**src/rtl/lc3_stage_sequencer.sv**
```systemverilog
// LC-3 stage sequencer: drives STAGE/STALL for FETCH-DECODE-EXECUTE-WRITEBACK, memory waits, skip, TRAP x25 halt.
// Latency: one cycle per stage; memory stages last until MEM_ACK, or until MEM_WAIT_MAX wait cycles elapse.
// Backpressure: a missing MEM_ACK holds the stage with STALL=1; optional counters via LC3_SEQ_PERF_CNT_EN.
module lc3_stage_sequencer #(
    parameter int MEM_WAIT_MAX = 15,
    parameter int WAIT_CNT_W   = 4
) (
    input  logic        CLK,
    input  logic        RST_N,
    input  logic        RUN,
    input  logic [15:0] IR,
    input  logic        MEM_ACK,
    input  logic        NEXT_STAGE_LE,
    input  logic [1:0]  NEXT_STAGE,
    output logic [1:0]  STAGE,
    output logic        STALL,
    output logic        MEM_REQ,
    output logic        MEM_RD,
    output logic        INSTR_RETIRED,
    output logic        HALTED,
    output logic        MEM_ERR,
    output logic [31:0] CYCLE_CNT,
    output logic [31:0] INSTR_CNT
);

    typedef enum logic [2:0] {
        S_IDLE,
        S_FETCH,
        S_DECODE,
        S_EXECUTE,
        S_WRITEBACK,
        S_HALTED
    } state_t;

    state_t                state;
    state_t                next_state;
    logic [WAIT_CNT_W-1:0] wait_cnt;
    logic [3:0]            opcode;
    logic                  mem_op;
    logic                  halt_trap;
    logic                  waiting;
    logic                  timeout;
    logic                  skip;
    logic                  unused_ir;

    assign opcode    = IR[15:12];
    assign mem_op    = (opcode == 4'b0110) || (opcode == 4'b0111);
    assign halt_trap = (opcode == 4'b1111) && (IR[7:0] == 8'h25);
    assign unused_ir = ^IR[11:8];

    assign waiting = MEM_REQ && !MEM_ACK;
    // The last permitted wait cycle is the timeout cycle; an ack there still wins.
    assign timeout = waiting && (wait_cnt == WAIT_CNT_W'(MEM_WAIT_MAX - 1));
    assign skip    = NEXT_STAGE_LE && !STALL &&
                     ((state == S_DECODE) || (state == S_EXECUTE) || (state == S_WRITEBACK));

    function automatic state_t stage_to_state(input logic [1:0] s);
        case (s)
            2'b00:   stage_to_state = S_DECODE;
            2'b01:   stage_to_state = S_EXECUTE;
            2'b10:   stage_to_state = S_WRITEBACK;
            default: stage_to_state = S_FETCH;
        endcase
    endfunction

    // MEM_REQ/MEM_RD depend only on state and IR; STALL alone sees MEM_ACK.
    always_comb begin
        STAGE   = 2'b11;
        STALL   = 1'b1;
        MEM_REQ = 1'b0;
        MEM_RD  = 1'b1;
        case (state)
            S_FETCH: begin
                MEM_REQ = 1'b1;
                STALL   = !MEM_ACK;
            end
            S_DECODE: begin
                STAGE = 2'b00;
                STALL = 1'b0;
            end
            S_EXECUTE: begin
                STAGE = 2'b01;
                STALL = 1'b0;
            end
            S_WRITEBACK: begin
                STAGE = 2'b10;
                if (mem_op) begin
                    MEM_REQ = 1'b1;
                    MEM_RD  = (opcode == 4'b0110);
                    STALL   = !MEM_ACK;
                end else begin
                    STALL = 1'b0;
                end
            end
            default: begin
                STAGE = 2'b11;
                STALL = 1'b1;
            end
        endcase
    end

    assign INSTR_RETIRED = (state == S_WRITEBACK) && !STALL;
    assign HALTED        = (state == S_HALTED);

    always_comb begin
        next_state = state;
        case (state)
            S_IDLE, S_HALTED: if (RUN) next_state = S_FETCH;
            S_FETCH: begin
                if (MEM_ACK)      next_state = S_DECODE;
                else if (timeout) next_state = S_HALTED;
            end
            S_DECODE:  next_state = S_EXECUTE;
            S_EXECUTE: next_state = S_WRITEBACK;
            S_WRITEBACK: begin
                if (!STALL)       next_state = halt_trap ? S_HALTED : S_FETCH;
                else if (timeout) next_state = S_HALTED;
            end
            default: next_state = S_IDLE;
        endcase
        if (skip) next_state = stage_to_state(NEXT_STAGE);
    end

    // Counter clears on every non-waiting cycle, so each memory stage starts from zero.
    always_ff @(posedge CLK or negedge RST_N) begin
        if (!RST_N) begin
            state    <= S_IDLE;
            wait_cnt <= '0;
            MEM_ERR  <= 1'b0;
        end else begin
            state    <= next_state;
            wait_cnt <= waiting ? wait_cnt + WAIT_CNT_W'(1) : '0;
            if (timeout) MEM_ERR <= 1'b1;
        end
    end

`ifdef LC3_SEQ_PERF_CNT_EN
    always_ff @(posedge CLK or negedge RST_N) begin
        if (!RST_N) begin
            CYCLE_CNT <= '0;
            INSTR_CNT <= '0;
        end else begin
            if ((state != S_IDLE) && (state != S_HALTED)) CYCLE_CNT <= CYCLE_CNT + 32'd1;
            if (INSTR_RETIRED) INSTR_CNT <= INSTR_CNT + 32'd1;
        end
    end
`else
    assign CYCLE_CNT = '0;
    assign INSTR_CNT = '0;
`endif

endmodule
```
**config.mk**
```make
export PLATFORM = sky130hd
export DESIGN_NAME = lc3_stage_sequencer
export DESIGN_NICKNAME = d
export VERILOG_FILES = /design/src/rtl/lc3_stage_sequencer.sv
export SDC_FILE = /design/constraint.sdc
export NUM_CORES = 1
export LEC_CHECK = 0
export ABC_AREA = 1
export ABC_CLOCK_PERIOD_IN_PS = 2500
export BUFFER_PORTS_ARGS = -buffer_cell sky130_fd_sc_hd__buf_4
export CORE_MARGIN = 5
export CORE_UTILIZATION = 42
export CTS_BUF_LIST = sky130_fd_sc_hd__clkbuf_4
export CTS_CLUSTER_DIAMETER = 60
export DETAILED_ROUTE_END_ITERATION = 8
export HOLD_SLACK_MARGIN = 0.1
export PLACE_DENSITY = 0.88
export SYNTH_ARGS = -nofsm -noshare
export SYNTH_HDL_FRONTEND = slang
export SYNTH_SLANG_ARGS = --single-unit
```
**constraint.sdc**
```tcl
create_clock -name CLK -period 2.5 [get_ports CLK]
set_input_delay 0.25 -clock CLK [delete_from_list [all_inputs] [get_ports CLK]]
set_output_delay 0.25 -clock CLK [all_outputs]
set_load 0.05 [all_outputs]
```
---- Word level (Yosys, flattened, before mapping) ----
Index checks and enable logic that the tools add are counted.
operators by class
  $add $sub $neg .......................... 1
  $mul .................................... 0
  div/mod/pow operators ................... 0
  $lt $le $gt $ge ......................... 0
  equal/unequal tests ..................... 13
  shifts and indexed selects .............. 0
  multiplexer cells ....................... 16
  bitwise logic cells ..................... 0
  reductions and logical operators ........ 15
operator list
  cell                 number
  $mux 3               6
  $pmux 3 s5           1
  $pmux 3 s3           1
  $eq 4x3->1 const B   2
  $eq 4x4->1 const B   2
  $eq 8x6->1 const B   1
  $eq 3x2->1 const B   2
  $eq 3x3->1 const B   2
  $logic_and 1x1->1    6
  $pmux 2 s3           1
  $add 4x1->4 const B  1
  $mux 1               4
  $mux 4               1
  $reduce_or 2->1      2
  $eq 3x1->1 const B   1
  $logic_not 3->1      1
  $logic_or 1x1->1     3
  $ne 3x3->1 const B   1
  $pmux 1 s3           1
  $eq 2x1->1 const B   1
  $eq 2x2->1 const B   1
  $logic_not 1->1      2
  $logic_not 2->1      1
  $pmux 1 s2           1
word-level totals
  register bits ........................... 8
  latch bits .............................. 0
  memory bits (writable) .................. 0
  ROM bits ................................ 0
  logic and storage cells ................. 48
  memories ................................ 0

---- Logic depth before layout (Yosys ltp) ----
Gate-level depths: netlist of the first run.
  depth after elaboration ................. 10
  gate-level depth with buffers ........... 13
  depth with buffers taken out ............ 13

---- Least setup slack after synthesis of the first run ----
No wires, ideal clock.
  path type ............................... reg-to-output
  start point ............................. reg state[2]
  end point ............................... out STALL
  arrival time ............................ 2.093 ns
  data required time ...................... 2.250 ns
  slack ................................... 0.157 ns
  stages on the path, launching flop included .. 5
  cell sequence ........................... dfrtp_1 inv_2 nand2_1 nand2_4 o21ai_0
on the way
  cells in the longest elaborated chain, start to end .. 3
ends and longest elaborated chain
  what                       RTL line  source
  from (decl)                35        state_t state;
  from (signal assigned)     131       state <= next_state;
  $eq 3x2->1                 72        case (state)
  $reduce_or 2->1 (no line)  n/a
  $pmux 1 s3 (*)             72
  to (decl)                  16        output logic STALL,
Mark *: on every way between the ends. The rest lies on a longest branch, timed or not.

---- Worst setup path in the final report of the first run ----
  start point ............................. reg state[0]
  end point ............................... out STALL
Same word-level chain as after synthesis.

==> results of run 1 <==
[layer usage]
layer	vias up	routed length [µm]	GRT usage
met5	-	0	0
met4	0	17	0.0372
li1	405	-	-
met2	51	945	0.168
met3	2	296	0.0231
met1	356	572	0.107
[logic make-up after synthesis]
| family | count (synthesis) |
|---|---|
| xor gates and xnor gates | 2 |
| AOI/OAI and AO/OA | 6 |
| other | 1 |
| and+or+nand+nor | 55 |
| buffers and inverters | 81 |
| DFF | 8 |
| adders and majority gates | 2 |
[worst min-delay path by stage]
| stage | to |
|---|---|
| floorplan | MEM_ERR |
| global placement | MEM_ERR |
| detailed placement | MEM_ERR |
| CTS | state[1] |
| global route | state[1] |
| finish | state[1] |
[cells in the mapped netlist (all sizes together), types with 2 or more instances]
| library cell | number | area (µm²) |
|---|---|---|
| buf | 64 | 480 |
| nand2 | 27 | 131 |
| inv | 17 | 63.8 |
| nor2 | 15 | 73.8 |
| dfrtp | 8 | 200 |
| nand3 | 8 | 40.0 |
| o21ai | 6 | 30.0 |
| ha | 2 | 25.0 |
| nor3 | 2 | 10.0 |
[power by group through the flow]
stage / sequential [W] / combinational [W] / clock [W]
after floorplan: 0.000194 / 0.000759 / 0
after global placement: 0.000200 / 0.000831 / 0
after detailed placement: 0.000202 / 0.000841 / 0
after CTS: 0.000200 / 0.000844 / 0.0000951
after global routing: 0.000206 / 0.000916 / 0.000101
final: 0.000201 / 0.000842 / 0.0000922
[state kept, by name, summed over array words and instances (netlist names)]
register / cells
MEM_ERR: 1
state: 3
wait_cnt: 4
[final cells by class]
class | count | area, µm² | share of cell area
sequential | 8 | 200 | 0.179
inverter | 17 | 63.8 | 0.0571
clock buffer | 3 | 22.5 | 0.0202
multi-input combinational | 129 | 588 | 0.526
timing repair buffer | 27 | 205 | 0.184
tap | 30 | 37.5 | 0.0336
[timing repair]
item                                   4_1_cts  5_1_grt
endpoints found under the hold margin        8        0
setup buffers                                0        0
gates resized for setup                      0        0
hold buffers                                 1        0
[stage by stage]
stage	util	cell area (µm²)
floorplan	-	1330
global placement	0.438	1080
detailed placement	0.438	1080
CTS	0.451	1120
global route	0.451	1120
finish	0.451	1120
==> impl_metrics.csv, run 1 <==
group,metric,value,unit
setup_path,crit_chain,"nor2_1, inv_1, nor2_4, nand2_2, nand2_4, inv_1, o21ai_0, buf_4",
setup_path,cp_max_fo,6,
global_routing,grt_max_degree,9,
setup_path,worstPathRequired,2.25,ns
sta,setup_ws,0.680,ns
die,start_util,0.442,
global_routing,grt.total_usage,0.0939,
setup_path,reg2regPathDepth,12,
placed_design,portBuffers,26,
global_routing,grt_overflow,0,
sta,setup_viol_count_final,0,
global_routing,grt_pass1_vias,708,
setup_path,reg2reg_setup_slack,1.09,ns
setup_path,cpMostUsedCell,"inv_1",
route,wl,1.83,mm
setup_path,worstSetupStartpointType,"flop",
setup_path,crit_buf_inv,3,
finish,final_common_cell,"conb_1",
die,coreArea,2480,µm²
sta,skew,0.00161,ns
synthesis,synth_edf_count,0,
route,drc_errors,0,
sta,hold_viol_final,0,
finish,syn2layout_area_growth,1.94,%
die,num_rows,18,
die,die_w,61.1,µm
route,post_drt_via_cell_ratio,3.80,
pwr,swShare,0.635,
sta,finalSetupTns,0,ns
sta,rsz0062_at_grt,"no",
sta,whs,0.212,ns
global_routing,antenna_found_initial,0,
setup_path,worst_setup_path_end_kind,"output port",
pwr,vdd.ir_drop.worst,0.000711,V
setup_path,setup.worst_path.end,"STALL",
synthesis,synth_top_family_by_area,"buffers and inverters",
finish,drive_gt1_frac,0.228,
synthesis,syn-cell-area,1100,µm²
cts,cts_tree,"yes",
synthesis,synth_fa_ha_area_frac,0.0228,
route,first_pass_iters,4,
die,die_area,3730,µm²
pwr,fin_total_pwr,0.00113,W
pwr,combPwrFrac,0.742,
placed_design,preCtsSetupSlack,0.925,ns
job,cap_violations,0,
synthesis,synth-seq-area-share,0.183,
cts,clockBufferDepth,2,
route,num_vias,814,
route,ant_nets,0,
synthesis,yosys.area_share.xor_xnor,0.0160,
setup_path,cp.depth,8,
die,ios,95,
setup_path,r2r_start,"state[0]",
placed_design,hpwl,1.70,mm
sta,slew_viol_final,0,
pwr,p_switching,0.000720,W
min_path,min_delay_path_depth,2,
sta,period_needed,1.82,ns
synthesis,synth_compound_area_frac,0.0274,
finish,final_cells,214,
finish,num-fill-cells,249,
cts,clock_tree.root_cell,"clkbuf_4",
setup_path,slowest_stage,"dfrtp_1",
pwr,p_int,0.000415,W
synthesis,muxShareOfSynthArea,0,
setup_path,slowest_delay,0.42,ns
pwr,p_clk_frac,0.081,
finish,final_cell_mix,"conb_1 (64), buf_4 (26), nand2_1 (21)",
setup_path,crit_family,"flip-flops",
synthesis,synthSimpleGateAreaFrac,0.251,
min_path,min-delay-start,"NEXT_STAGE[1]",
route,drt_iter0_drc,6,
cts,h-tree-depth,1,
pwr,power_density,1020,nW/µm²
synthesis,synth_cell_types,20,
cts,cts.sinks,8,
pwr,power_frac_seq,0.177,
setup_path,path_class,"flop to output port",
global_routing,grt_pass1_wl,2.66,mm
synthesis,synth-main-ff-cell,"dfrtp_1",
sta,fin_crit_sh,0.728,
cts,cts-buffers-inserted,3,
synthesis,synthArstFlopShare,1.00,
synthesis,yosys_warnings,0,
placed_design,place_inst,210,
pwr,p_leak,0.686,nW
synthesis,avgSynthCellArea,7.07,µm²
finish,n_antenna_cell,0,
cts,clkTransAtPathRegs,0.05,ns
min_path,hold_path.class,"primary input to flop",
sta,fmax,549,MHz
run_status,status,"finished, final reports clean",
cts,insertion_delay,0.25,ns
die,die_y,61.1,µm
setup_path,r2r_end,"state[0]",
synthesis,ys_ff_latch,8,
setup_path,crit_arrival,1.57,ns
placed_design,gp_congestion,0.828,
route,wl_per_cell,8.56,µm
setup_path,startpoint,"state[0]",
synthesis,syn_inst,155,
finish,final_nets,211,
No activity file was read; power rests on OpenSTA's default activity.
==> run 2, diff against run 1 <==
Settings changed: ABC_CLOCK_PERIOD_IN_PS 2500 to 1900, CORE_UTILIZATION 42 to 39, PLACE_DENSITY 0.88 to 0.82.
Clock period 2.5 ns to 1.9 ns, I/O delays scaled along.
==> run 2 against run 1 <==
Compared with the run above: critical endpoint unchanged; critical path type unchanged; cell count is 0.47% higher; critical path depth stayed put; via count is 4.1% lower; first-iteration DRC count is 33% higher; sequential share of layout area is 0.080 points lower.
==> impl_metrics.csv, run 2 (same netlist as run 1, synthesis figures left out) <==
group,metric,value,unit
finish,syn2layout_area_growth,2.40,%
global_routing,antenna_found_initial,0,
cts,cts_tree,"yes",
die,die_y,63.0,µm
run_status,status,"finished, final reports clean",
setup_path,slowest_stage,"dfrtp_1",
pwr,vdd.ir_drop.worst,0.00115,V
finish,drive_gt1_frac,0.228,
setup_path,cp_max_fo,6,
global_routing,grt_max_degree,9,
finish,final_util,0.411,
die,die_w,63.0,µm
global_routing,grt_pass1_wl,2.58,mm
die,die_area,3970,µm²
placed_design,hpwl,1.66,mm
finish,num-fill-cells,289,
finish,ff_latch_area,200,µm²
route,ant_nets,0,
finish,final_nets,211,
min_path,hold_path.class,"primary input to flop",
setup_path,worstSetupStartpointType,"flop",
sta,hold_viol_final,0,
sta,slew_viol_final,0,
finish,final_common_cell,"conb_1",
setup_path,worstPathRequired,1.71,ns
cts,cts-buffers-inserted,3,
cts,insertion_delay,0.24,ns
route,wl_per_cell,8.29,µm
sta,skew,0.00138,ns
setup_path,reg2reg_setup_slack,0.46,ns
global_routing,grt.total_usage,0.0789,
cts,h-tree-depth,1,
setup_path,worst_setup_path_end_kind,"output port",
finish,largest_reg_flops,4,
pwr,p_leak,0.687,nW
route,drc_errors,0,
setup_path,crit_chain,"nor2_1, inv_1, nor2_4, nand2_2, nand2_4, inv_1, o21ai_1, buf_6",
die,num_rows,19,
finish,final_cell_mix,"conb_1 (64), buf_4 (25), nand2_1 (21)",
die,ios,95,
die,coreArea,2730,µm²
sta,fin_crit_sh,0.923,
setup_path,cpMostUsedCell,"inv_1",
job,cap_violations,0,
setup_path,crit_family,"flip-flops",
global_routing,grt_overflow,0,
cts,clkTransAtPathRegs,0.04,ns
sta,whs,0.164,ns
sta,setup_viol_count_final,0,
setup_path,crit_arrival,1.56,ns
placed_design,portBuffers,26,
pwr,power_density,1340,nW/µm²
die,start_util,0.401,
global_routing,grt_pass1_vias,645,
route,wl,1.78,mm
route,first_pass_iters,4,
cts,clockBufferDepth,2,
setup_path,crit_buf_inv,3,
finish,multi_input_area,588,µm²
sta,rsz0062_at_grt,"no",
route,num_vias,781,
setup_path,path_class,"flop to output port",
sta,fmax,570,MHz
route,drt_iter0_drc,8,
setup_path,slowest_delay,0.43,ns
route,post_drt_via_cell_ratio,3.63,
finish,top_register,"wait_cnt",
cts,cts.sinks,8,
cts,clock_tree.root_cell,"clkbuf_4",
finish,n_antenna_cell,0,
placed_design,gp_congestion,0.785,
finish,top_regs,"wait_cnt (4), state (3), MEM_ERR (1)",
sta,period_needed,1.75,ns
-- run 2: cell counts in the layout (fill, tap and decap cells not counted) --
No cell type changed its count.
-- run 2: timing repair --
item / 4_1_cts / 5_1_grt
resized for setup: 0 / 1
hold endpoints to repair: 8 / 0
endpoints found under the setup margin: 0 / 1
buffers inserted: 0 / 0
hold buffers: 1 / 0
-- run 2: final timing paths --
kind,cells past startpoint,start,end
setup / recovery,8,state[0],STALL
hold / removal,2,NEXT_STAGE[1],state[1]
setup reg to reg,12,state[0],state[0]
hold reg to reg,2,MEM_ERR,MEM_ERR
max in group asynchronous,2,RST_N,state[0]
min in group asynchronous,2,RST_N,wait_cnt[0]
-- run 2: metal layers --
| layer | vias to the layer above | GRT usage | wire length [µm] |
|---|---|---|---|
| met3 | 0 | 0.0252 | 277 |
| met4 | 0 | 0.0318 | 0 |
| li1 | 403 | - | - |
| met1 | 332 | 0.0874 | 575 |
| met5 | - | 0 | 0 |
| met2 | 46 | 0.137 | 930 |
-- run 2: final cells by class --
type                            count  area share
Multi-Input combinational cell    129       0.524
Tap cell                           31      0.0346
Sequential cell                     8       0.178
Clock buffer                        3      0.0201
Timing Repair Buffer               27       0.186
Inverter                           17      0.0569
-- run 2: power breakdown --
group	switching [W]	internal [W]
registers	0.0000535	0.000212
clock network	0.0000435	0.0000713
logic	0.000849	0.000277
-- run 2: worst register-to-register path: cells and delay by family (launching register included) --
| family | cells | cell delay (ns) |
|---|---|---|
| buffers and inverters | 3 | 0.24 |
| flip-flops | 1 | 0.43 |
| AND/OR/NAND/NOR | 9 | 0.66 |
-- run 2: stage by stage --
step	TNS, ns	setup slack [ns]	std cells	cell area, µm²	total power, W
2_1_floorplan	-0.00233	-0.00233	218	1330	0.00126
3_3_place_gp	0	0.440	211	1090	0.00136
3_5_place_dp	0	0.394	211	1090	0.00138
4_1_cts	0	0.135	215	1120	0.00150
5_1_grt	0	0.00790	215	1120	0.00162
6_report	0	0.146	215	1120	0.00151
